## src/rtl/cmos_pkg.sv

```systemverilog
// Shared definitions for the CMOS pixel packer.
//   PIX_W / LANES / PIX_PER_STROBE / OUT_W : pixel, lane and output geometry
//   cap_state_t   : capture FSM states
//   sideband_t    : per-word frame markers {sof, sol, eof}
//   word_entry_t  : one FIFO entry (packed word plus its sideband)
package cmos_pkg;
  localparam int PIX_W          = 10;
  localparam int LANES          = 4;
  localparam int PIX_PER_STROBE = 8;
  localparam int OUT_W          = 64;
  localparam int LANE_W         = 2 * PIX_W;
  localparam int STROBE_W       = PIX_PER_STROBE * PIX_W;   // 80 bits per strobe
  localparam int ACC_W          = OUT_W + STROBE_W;         // 144-bit gearbox
  localparam int FILL_W         = $clog2(ACC_W + 1);

  typedef enum logic [1:0] {
    ST_IDLE,
    ST_WAIT_STROBE,
    ST_CAPTURE
  } cap_state_t;

  typedef struct packed {
    logic sof;
    logic sol;
    logic eof;
  } sideband_t;

  typedef struct packed {
    logic [OUT_W-1:0] data;
    sideband_t        sb;
  } word_entry_t;
endpackage

```

## src/rtl/cmos_word_fifo.sv

```systemverilog
// Synchronous FIFO of packed output words (64 data bits + 3 sideband bits).
//   clk_input, reset      : clock, asynchronous active-high reset
//   wr_en, wr_entry       : write request; accepted when not full or when a
//                           read happens in the same cycle
//   full, empty           : occupancy flags
//   rd_ready, rd_entry    : read port; data is valid whenever !empty and reads
//                           zero while empty
module cmos_word_fifo
  import cmos_pkg::*;
#(
  parameter int DEPTH = 4
) (
  input  logic        clk_input,
  input  logic        reset,
  input  logic        wr_en,
  input  word_entry_t wr_entry,
  output logic        full,
  output logic        empty,
  input  logic        rd_ready,
  output word_entry_t rd_entry
);
  localparam int AW = $clog2(DEPTH);
  localparam int PW = AW + 1;

  logic [PW-1:0] wr_ptr_q, wr_ptr_d;
  logic [PW-1:0] rd_ptr_q, rd_ptr_d;
  logic          wr_fire, rd_fire;
  word_entry_t   mem_q [DEPTH];

  // NOTE: every signal written in always_comb gets a value before any branch,
  // so no path leaves it unassigned and no latch is inferred.
  always_comb begin
    empty    = (wr_ptr_q == rd_ptr_q);
    full     = (wr_ptr_q[AW] != rd_ptr_q[AW]) &&
               (wr_ptr_q[AW-1:0] == rd_ptr_q[AW-1:0]);
    rd_fire  = !empty && rd_ready;
    // A full FIFO still takes a word when the head leaves in the same cycle.
    wr_fire  = wr_en && (!full || rd_ready);
    wr_ptr_d = wr_ptr_q + PW'(wr_fire);
    rd_ptr_d = rd_ptr_q + PW'(rd_fire);
    rd_entry = empty ? '0 : mem_q[rd_ptr_q[AW-1:0]];
  end

  // NOTE: sequential state is updated with non-blocking assignments so every
  // flop samples the pre-edge values regardless of statement order.
  always_ff @(posedge clk_input or posedge reset) begin
    if (reset) begin
      wr_ptr_q <= '0;
      rd_ptr_q <= '0;
    end else begin
      wr_ptr_q <= wr_ptr_d;
      rd_ptr_q <= rd_ptr_d;
    end
  end

  // NOTE: the storage array has no reset; occupancy lives in the pointers and
  // the read port is masked while empty, so stale contents are never seen.
  always_ff @(posedge clk_input) begin
    if (wr_fire) begin
      mem_q[wr_ptr_q[AW-1:0]] <= wr_entry;
    end
  end
endmodule

```

## src/rtl/cmos_pixel_packer.sv

```systemverilog
// Packs 4-lane deserializer words (8 x 10-bit pixels per strobe) into 64-bit
// words with frame/line markers, behind a small FIFO.
//   clk_input, reset          : sole clock, asynchronous active-high reset
//   channel_0..3_data, frame  : lane words, valid in the one-cycle strobe
//   capture_en                : level request to capture one frame
//   out_data/out_valid/out_ready, out_sof/out_sol/out_eof : output stream
//   busy, frame_done, overflow : capture status (overflow is sticky)
// Build option: CMOS_TEST_PATTERN_EN replaces each pixel with its index within
// the line (mod 1024); timing and sideband are unchanged.
module cmos_pixel_packer
  import cmos_pkg::*;
#(
  parameter int PIXELS_PER_LINE = 2048,
  parameter int LINES_PER_FRAME = 2048,
  parameter int FIFO_DEPTH      = 4
) (
  input  logic              clk_input,
  input  logic              reset,
  input  logic [LANE_W-1:0] channel_0_data,
  input  logic [LANE_W-1:0] channel_1_data,
  input  logic [LANE_W-1:0] channel_2_data,
  input  logic [LANE_W-1:0] channel_3_data,
  input  logic              frame,
  input  logic              capture_en,
  output logic [OUT_W-1:0]  out_data,
  output logic              out_valid,
  input  logic              out_ready,
  output logic              out_sof,
  output logic              out_sol,
  output logic              out_eof,
  output logic              busy,
  output logic              frame_done,
  output logic              overflow
);
  localparam int PIX_CW         = $clog2(PIXELS_PER_LINE);
  localparam int LINE_CW        = (LINES_PER_FRAME > 1) ? $clog2(LINES_PER_FRAME) : 1;
  // Every 32 pixels (4 strobes) yield exactly 5 words, so lines end word-aligned.
  localparam int WORDS_PER_LINE = PIXELS_PER_LINE / 32 * 5;
  localparam int WORD_CW        = $clog2(WORDS_PER_LINE);

  cap_state_t         state_q, state_d;
  logic [PIX_CW-1:0]  pix_q, pix_d;        // first pixel of the next strobe
  logic [LINE_CW-1:0] line_q, line_d;
  logic               take, start, last_pix, last_line;

  logic [LANE_W-1:0]   lane_word [LANES];
  logic [PIX_W-1:0]    pix [PIX_PER_STROBE];
  logic [STROBE_W-1:0] strobe_bits;

  logic [ACC_W-1:0]   acc_q, acc_d, acc_shift;
  logic [FILL_W-1:0]  fill_q, fill_d, fill_shift;
  logic               emit, drop;
  logic [WORD_CW-1:0] word_q, word_d;      // word index within the line
  logic [LINE_CW-1:0] wline_q, wline_d;    // line index of the emitted word
  sideband_t          emit_sb;
  word_entry_t        wr_entry, rd_entry;
  logic               fifo_full, fifo_empty;
  logic               overflow_q, overflow_d;
  logic               busy_q, busy_d;
  logic               frame_done_q, frame_done_d;

  // Capture FSM and position counters.
  always_comb begin
    state_d   = state_q;
    pix_d     = pix_q;
    line_d    = line_q;
    take      = 1'b0;
    start     = 1'b0;
    last_pix  = (pix_q == PIX_CW'(PIXELS_PER_LINE - PIX_PER_STROBE));
    last_line = (line_q == LINE_CW'(LINES_PER_FRAME - 1));
    case (state_q)
      ST_IDLE: begin
        if (capture_en) state_d = ST_WAIT_STROBE;
      end
      ST_WAIT_STROBE: begin
        if (!capture_en) begin
          state_d = ST_IDLE;
        end else if (frame) begin
          // This strobe is pixel 0 of line 0; counters restart past it.
          state_d = ST_CAPTURE;
          take    = 1'b1;
          start   = 1'b1;
          pix_d   = PIX_CW'(PIX_PER_STROBE);
          line_d  = '0;
        end
      end
      ST_CAPTURE: begin
        if (frame) begin
          take = 1'b1;
          if (last_pix) begin
            pix_d = '0;
            if (last_line) state_d = ST_IDLE;
            else           line_d  = line_q + LINE_CW'(1);
          end else begin
            pix_d = pix_q + PIX_CW'(PIX_PER_STROBE);
          end
        end
      end
      default: state_d = ST_IDLE;
    endcase
  end

`ifdef CMOS_TEST_PATTERN_EN
  logic [PIX_CW-1:0] pix_base;
  assign pix_base = start ? '0 : pix_q;
`endif

  // Lane slicing: p0..p3 from the upper halves, p4..p7 from the lower halves.
  always_comb begin
    lane_word[0] = channel_0_data;
    lane_word[1] = channel_1_data;
    lane_word[2] = channel_2_data;
    lane_word[3] = channel_3_data;
    strobe_bits  = '0;
    for (int i = 0; i < LANES; i++) begin
      pix[i]         = lane_word[i][LANE_W-1:PIX_W];
      pix[i + LANES] = lane_word[i][PIX_W-1:0];
    end
`ifdef CMOS_TEST_PATTERN_EN
    for (int k = 0; k < PIX_PER_STROBE; k++) begin
      pix[k] = PIX_W'(pix_base) + PIX_W'(k);
    end
`endif
    for (int k = 0; k < PIX_PER_STROBE; k++) begin
      strobe_bits[k*PIX_W +: PIX_W] = pix[k];
    end
  end

  // Gearbox, word sideband and status flags.
  always_comb begin
    // At most one word leaves per cycle; a new strobe lands above what remains.
    emit       = (fill_q >= FILL_W'(OUT_W));
    acc_shift  = emit ? (acc_q >> OUT_W) : acc_q;
    fill_shift = emit ? (fill_q - FILL_W'(OUT_W)) : fill_q;
    acc_d      = acc_shift;
    fill_d     = fill_shift;
    if (take) begin
      acc_d  = acc_shift | (ACC_W'(strobe_bits) << fill_shift);
      fill_d = fill_shift + FILL_W'(STROBE_W);
    end

    emit_sb.sol = (word_q == '0);
    emit_sb.sof = emit_sb.sol && (wline_q == '0);
    emit_sb.eof = (word_q == WORD_CW'(WORDS_PER_LINE - 1)) &&
                  (wline_q == LINE_CW'(LINES_PER_FRAME - 1));
    wr_entry    = '{data: acc_q[OUT_W-1:0], sb: emit_sb};

    word_d  = word_q;
    wline_d = wline_q;
    if (emit) begin
      if (word_q == WORD_CW'(WORDS_PER_LINE - 1)) begin
        word_d  = '0;
        wline_d = emit_sb.eof ? '0 : wline_q + LINE_CW'(1);
      end else begin
        word_d = word_q + WORD_CW'(1);
      end
    end
    if (start) begin
      word_d  = '0;
      wline_d = '0;
    end

    // A dropped word still advances the word position, keeping markers aligned.
    drop       = emit && fifo_full && !out_ready;
    overflow_d = overflow_q;
    if (start) overflow_d = 1'b0;
    if (drop)  overflow_d = 1'b1;

    // The frame ends when its last word is offered to the FIFO.
    frame_done_d = emit && emit_sb.eof;
    busy_d       = busy_q;
    if (frame_done_d) busy_d = 1'b0;
    if (start)        busy_d = 1'b1;
  end

  always_ff @(posedge clk_input or posedge reset) begin
    if (reset) begin
      state_q      <= ST_IDLE;
      pix_q        <= '0;
      line_q       <= '0;
      acc_q        <= '0;
      fill_q       <= '0;
      word_q       <= '0;
      wline_q      <= '0;
      overflow_q   <= 1'b0;
      busy_q       <= 1'b0;
      frame_done_q <= 1'b0;
    end else begin
      state_q      <= state_d;
      pix_q        <= pix_d;
      line_q       <= line_d;
      acc_q        <= acc_d;
      fill_q       <= fill_d;
      word_q       <= word_d;
      wline_q      <= wline_d;
      overflow_q   <= overflow_d;
      busy_q       <= busy_d;
      frame_done_q <= frame_done_d;
    end
  end

  cmos_word_fifo #(
    .DEPTH (FIFO_DEPTH)
  ) u_fifo (
    .clk_input (clk_input),
    .reset     (reset),
    .wr_en     (emit),
    .wr_entry  (wr_entry),
    .full      (fifo_full),
    .empty     (fifo_empty),
    .rd_ready  (out_ready),
    .rd_entry  (rd_entry)
  );

  assign out_data   = rd_entry.data;
  assign out_sof    = rd_entry.sb.sof;
  assign out_sol    = rd_entry.sb.sol;
  assign out_eof    = rd_entry.sb.eof;
  assign out_valid  = !fifo_empty;
  assign busy       = busy_q;
  assign frame_done = frame_done_q;
  assign overflow   = overflow_q;
endmodule

```

## config.mk

```make
export PLATFORM = sky130hd
export DESIGN_NAME = cmos_pixel_packer
export DESIGN_NICKNAME = d
export VERILOG_FILES = /design/src/rtl/cmos_pkg.sv /design/src/rtl/cmos_word_fifo.sv /design/src/rtl/cmos_pixel_packer.sv
export SDC_FILE = /design/constraint.sdc
export NUM_CORES = 1
export LEC_CHECK = 0
export ABC_CLOCK_PERIOD_IN_PS = 8380
export BUFFER_PORTS_ARGS = -buffer_cell sky130_fd_sc_hd__buf_2
export CAP_MARGIN = 20
export CORE_AREA = 5 5 146 287
export DETAILED_ROUTE_END_ITERATION = 12
export DIE_AREA = 0 0 151 292
export PLACE_DENSITY = 0.73
export SLEW_MARGIN = 20
export SYNTH_ARGS = -nofsm -noshare
export SYNTH_HDL_FRONTEND = slang
export SYNTH_HIERARCHICAL = 1
export SYNTH_SLANG_ARGS = --single-unit
```

## constraint.sdc

```tcl
create_clock -name clk_input -period 8.38 [get_ports clk_input]
set_input_delay 0.419 -clock clk_input [delete_from_list [all_inputs] [get_ports clk_input]]
set_output_delay 0.419 -clock clk_input [all_outputs]
set_load 0.02 [all_outputs]
```

==> After elaboration in Yosys (flattened, before gate mapping) <==
Memory sizes are Yosys's and may differ from the RTL's.
Cells that the tools add are included.
{ "op_classes": {"n_addsub": 8, "n_lt_le_gt_ge": 1, "n_eq_ne": 17, "n_shift": 1, "n_mux": 40, "bitwise": 1, "reduce_logical": 24} }
{ "ops": {"columns": ["cell", "count"], "rows": [
  ["$mux 144", 2],
  ["$or 144x144->144", 1],
  ["$shl 80x8->144", 1],
  ["$mux 11", 13],
  ["$mux 67", 1],
  ["$pmux 11 s2", 2],
  ["$eq 11x11->1 const B", 3],
  ["$mux 9", 3],
  ["$add 11x1->11 const B", 2],
  ["$mux 8", 2],
  ["$ne 2x2->1 const B", 7],
  ["$mux 2", 6],
  ["$add 11x4->11 const B", 1],
  ["$logic_not 11->1", 1],
  ["$reduce_bool 2->1", 5],
  ["$add 9x1->9 const B", 1],
  ["$eq 9x9->1 const B", 1],
  ["$logic_not 9->1", 1],
  ["$mux 1", 9],
  ["$add 8x7->8 const B", 1],
  ["$ge 8x7->1 const B", 1],
  ["$logic_and 1x1->1", 8],
  ["$sub 8x7->8 const B", 1],
  ["$add 3x1->3", 2],
  ["15 further kinds", 17]
]} }
{ "totals": {"register_bits": 205, "mem_bits_rw": 268, "input_bits": 85, "out_inout_bits": 71, "word_cells": 105, "n_memories": 1} }
{ "mem_list": {"columns": ["memory", "depth", "width", "rd", "rd_clocked_by_memory_dff", "wr", "line_no", "rtl"], "rows": [
  ["u_fifo.mem_q", 4, 67, 1, 0, 1, "cmos_word_fifo.sv:28", "word_entry_t mem_q [DEPTH];"]
]} }

==> Logic depth before layout (Yosys ltp) <==
{ "depth": {"ltp_word": 7, "mapped_depth": 10, "depth_no_buf": 7} }

==> Hierarchy <==
The synthesis kept the hierarchy.
{ "modules_own_cells": {"columns": ["mod", "n_inst", "cells_each", "area_per_inst_um2", "seq_area_each_um2"], "rows": [
  ["cmos_pixel_packer", 1, 1164, 10836.6, 4804.6],
  ["cmos_word_fifo", 1, 451, 10456.3, 8197.9]
]} }

==> Least setup slack after synthesis <==
No wires, ideal clock.
{ "synth_timing": {"kind": "in2reg", "from": "input port fill_q[6]", "to": "memory u_fifo/mem_q[2][0] in the netlist's numbering, enable pin", "setup_ns": 0.588, "arrival_time_ns": 6.115, "required_ns": 7.792, "slack_ns": 1.677, "stages": 7, "path_buffers": 2, "path_cell_list": "dfrtp_1 -> buf_2 -> nor2_2 -> inv_2 -> clkbuf_1 -> o41ai_2 -> nor3b_1"} }
{ "synth_via": {"elab_chain_cells": 4} }
{ "synth_lines": {"columns": ["element", "line_no", "rtl"], "rows": [
  ["from (decl)", "cmos_pixel_packer.sv:51", "logic [FILL_W-1:0] fill_q, fill_d, fill_shift;"],
  ["$ge 8x7->1", "cmos_pixel_packer.sv:132", "emit = (fill_q >= FILL_W'(OUT_W));"],
  ["named net emit", "cmos_pixel_packer.sv:52", "logic emit, drop;"],
  ["$logic_and 1x1->1", "cmos_word_fifo.sv:38", "wr_fire = wr_en && (!full || rd_ready);"],
  ["$mux 1", "cmos_word_fifo.sv:59", "if (wr_fire) begin"],
  ["$mux 1 (implied by the code)", "cmos_word_fifo.sv:60", "mem_q[wr_ptr_q[AW-1:0]] <= wr_entry;"],
  ["to (decl)", "cmos_word_fifo.sv:28", null]
]} }
The timed path passes the listed nets, and every way through them passes these cells.

==> Worst setup path after layout <==
{ "layout_timing": {"from": "input port u_fifo.rd_ptr_q[0]", "to": "output port out_data[39]"} }
{ "layout_via": {"elab_chain_cells": 2, "elab_cells_between_ends": 3, "classes_between": "eq/ne (1); mux (1); memory (1)"} }
{ "layout_lines": {"columns": ["element", "line_no", "rtl"], "rows": [
  ["from (decl)", "cmos_word_fifo.sv:26", "logic [PW-1:0] rd_ptr_q, rd_ptr_d;"],
  ["$eq 3x3->1", "cmos_word_fifo.sv:33", "empty = (wr_ptr_q == rd_ptr_q);"],
  ["named net fifo_empty", "cmos_pixel_packer.sv:57", "logic fifo_full, fifo_empty;"],
  ["$mux 67", "cmos_word_fifo.sv:41", "rd_entry = empty ? '0 : mem_q[rd_ptr_q[AW-1:0]];"],
  ["to (decl)", "cmos_pixel_packer.sv:25", "output logic [OUT_W-1:0] out_data,"]
]} }
The timed path passes the listed nets, and every way through them passes these cells.

==> results.sh <==
export IMPL_power_frac_seq=0.413
export IMPL_fin_tns_setup_ns=0
export IMPL_hold_violations=0
export IMPL_die_x_microns=151
export IMPL_synth_ff_type="edfxtp_1"
export IMPL_area_delta_synth_final_pct=11.68
export IMPL_rrSetupSlack_ns=5.11
export IMPL_pwr_share_clk=0.225
export IMPL_crit_chain="xor2_2, nor3b_4, buf_4, nor2b_1, buf_2"
export IMPL_seq_area_frac_synth=0.6106
export IMPL_final_nets=1821
export IMPL_grt_max_degree=120
export IMPL_setup_violations=0
export IMPL_dp_hpwl_microns=37590
export IMPL_skew_ns=0.02692
export IMPL_drive_gt1_frac=0.2152
export IMPL_die_height_microns=292
export IMPL_cp_start_kind="register"
export IMPL_dieArea_sq_mm=0.04409
export IMPL_p_comb_frac=0.362
export IMPL_core_sq_mm=0.03944
export IMPL_synth_area_sq_mm=0.02129
export IMPL_antenna_found_initial=13
export IMPL_fill_cells=3159
export IMPL_slowest_stage="dfrtp_4"
export IMPL_netlist_instances=1615
export IMPL_grt_overflow=0
export IMPL_antenna_left=0
export IMPL_power_share_switching=0.3742
export IMPL_root_buffer="clkbuf_16"
export IMPL_leakage_nw=9.167
export IMPL_mostFrequentLayoutCells="edfxtp_1 (268), dfrtp_1 (194), buf_2 (155)"
export IMPL_cp_slowest_stage_delay_ns=0.84
export IMPL_switchingPower_mw=3.231
export IMPL_tightest_slew_ns=1.039
export IMPL_p_int_mw=5.404
export IMPL_ys_ff_latch=466
export IMPL_track_usage=0.2516
export IMPL_portBuffers=155
export IMPL_clk_latency_ns=0.56
export IMPL_outcome="complete, no violations"
export IMPL_syn_num_nets=1715
export IMPL_period_share=0.4303
export IMPL_numCtsBuffers=40
export IMPL_finalWeightedCongestion=0.8779
export IMPL_path_clk_slew_ns=0.07
export IMPL_power_density_mw_per_mm2=363.1
export IMPL_vias=14279
export IMPL_cts_sinks=466
export IMPL_netlist_cell_type_count=74
export IMPL_drt_iter0_markers=1308
export IMPL_cts_setup_buffers=0
export IMPL_cts_buffer_depth=3
export IMPL_place_area_sq_mm=0.02238
export IMPL_fin_area_sq_mm=0.02378
export IMPL_final_common_cell="edfxtp_1"
export IMPL_synth_edf_count=268
export IMPL_yosys_top_cells_area="edfxtp_1 (38%), dfrtp_1 (23%), mux4_2 (7.6%)"
export IMPL_rsz0062_at_grt="false"
export IMPL_synth_warnings=6
export IMPL_start_util=0.5399
export IMPL_ir_drop_v=0.0001761
export IMPL_relSlewSlack=0.3058
export IMPL_io_pins=156
export IMPL_cts_tree="done"
export IMPL_worst_path_max_fanout=52
export IMPL_grt_pass1_wl_microns=85510
export IMPL_wirelength_microns=55020
export IMPL_max_cap_viol_count=0
export IMPL_avgRoutedWirePerCell_microns=24.07
export IMPL_post_route_min_period_ns=3.606
export IMPL_synth_async_reset_ratio=0.4249
export IMPL_syn_area_per_cell_sq_um=13.18
export IMPL_route_detailed_drc=0
export IMPL_required_ns=7.96
export IMPL_yosysTopAreaCell="edfxtp_1"
export IMPL_h_tree_depth=2
export IMPL_viasPerCell=6.246
export IMPL_first_pass_iters=5
export IMPL_rows=103
export IMPL_endpoint_kind="primary output"
export IMPL_max_freq_ghz=0.2773
export IMPL_hold_class="input port to register"
export IMPL_grt_pass1_vias=14562
export IMPL_slew_viol_final=0
export IMPL_crit_arrival_ns=3.19
export IMPL_synth_top_cell_area_share=0.3780
export IMPL_path_class="register to primary output"
-- routing by layer --
metal,share of wire,track usage,vias up
met5,0.0010,0,-
met4,0.052,0.1240,8
met3,0.063,0.03463,133
met2,0.52,0.4253,560
met1,0.37,0.3164,7217
li1,-,-,6361
-- cell families after synthesis --
| kind of cell | Yosys count | share of synthesized area |
|---|---|---|
| compound gates | 311 | 0.1031 |
| mux | 168 | 0.1223 |
| xor+xnor | 15 | 0.006875 |
| simple gates | 502 | 0.1167 |
| fa+ha+maj | 15 | 0.008814 |
| buf+inv | 138 | 0.03155 |
| flops | 466 | 0.6106 |
-- what timing repair did --
action / 4_1_cts / 5_1_grt
endpoints found under the hold margin: 6 / 0
hold buffers: 1 / 0
gates resized for setup: 0 / 0
-- power by group through the flow --
stage	registers (mW)	clock network (mW)	logic, mW
floorplan	3.30	0	2.47
global route	3.62	2.06	3.39
CTS	3.57	1.97	3.14
detailed placement	3.62	0	3.13
finish	3.56	1.94	3.13
global placement	3.58	0	3.08
-- registers in the layout (all words and copies together), names as in the netlist --
| signal | flops |
|---|---|
| wline_q | 11 |
| u_fifo/rd_ptr_q | 3 |
| overflow | 1 |
| pix_q | 8 |
| acc_q | 144 |
| fill_q | 4 |
| u_fifo/mem_q | 268 |
| line_q | 11 |
| state_q | 2 |
| word_q | 9 |
| busy | 1 |
| frame_done | 1 |
| u_fifo/wr_ptr_q | 3 |
-- worst max-delay path: cells and delay by family (launching register included) --
| kind | cells | cell delay (ns) |
|---|---|---|
| AND/OR/NAND/NOR | 2 | 0.72 |
| flip-flops | 1 | 0.84 |
| buffers and inverters | 2 | 0.77 |
| XOR/XNOR | 1 | 0.23 |
-- synth_stat cells (20+ instances only) --
library cell / count
nand3_1: 42
nand2_1: 119
clkbuf_1: 54
a22o_1: 22
nor2_1: 154
mux2i_1: 79
a31oi_1: 20
nor2b_1: 88
o21ai_0: 24
o22ai_1: 102
edfxtp_1: 268
a21oi_1: 26
dfrtp_1: 198
mux4_2: 72
buf_2: 36
-- cell type report --
class	count	area, sq um	share of cell area
clock buffer	49	1075	0.04520
timing repair buffer	183	988.4	0.04157
sequential	466	13010	0.5472
multi-input combinational	1011	7649	0.3216
antenna	9	22.52	0.0009471
tap	525	656.9	0.02762
inverter	19	78.83	0.003315
clock inverter	24	297.8	0.01252
-- worst paths after layout --
| kind | startpoint | end | cells after the start |
|---|---|---|---|
| min in group asynchronous | reset | u_fifo/rd_ptr_q[2]$_DFF_PP0_ | 3 |
| hold reg to reg | acc_q[120]$_DFF_PP0_ | acc_q[120]$_DFF_PP0_ | 2 |
| setup / recovery | u_fifo/rd_ptr_q[0]$_DFF_PP0_ | out_data[39] | 5 |
| max in group asynchronous | reset | fill_q[4]$_DFFE_PP0P_ | 4 |
| setup reg to reg | state_q[0]$_DFFE_PP0P_ | acc_q[114]$_DFF_PP0_ | 7 |
| hold / removal | channel_1_data[14] | acc_q[142]$_DFF_PP0_ | 3 |
-- metrics by stage --
step | instances | power, mW | hold slack [ns] | util | setup slack [ns]
global placement | 2203 | 6.656 | 0.4000 | 0.5674 | 5.311
floorplan | 1615 | 5.766 | 0.2100 | - | 1.677
finish | 2286 | 8.634 | 0.1893 | 0.6030 | 4.774
detailed placement | 2203 | 6.743 | 0.4112 | 0.5674 | 5.215
CTS | 2277 | 8.687 | 0.1643 | 0.6024 | 4.674
global route | 2282 | 9.078 | 0.1854 | 0.6028 | 4.409
No activity file was read; power rests on OpenSTA's default activity.
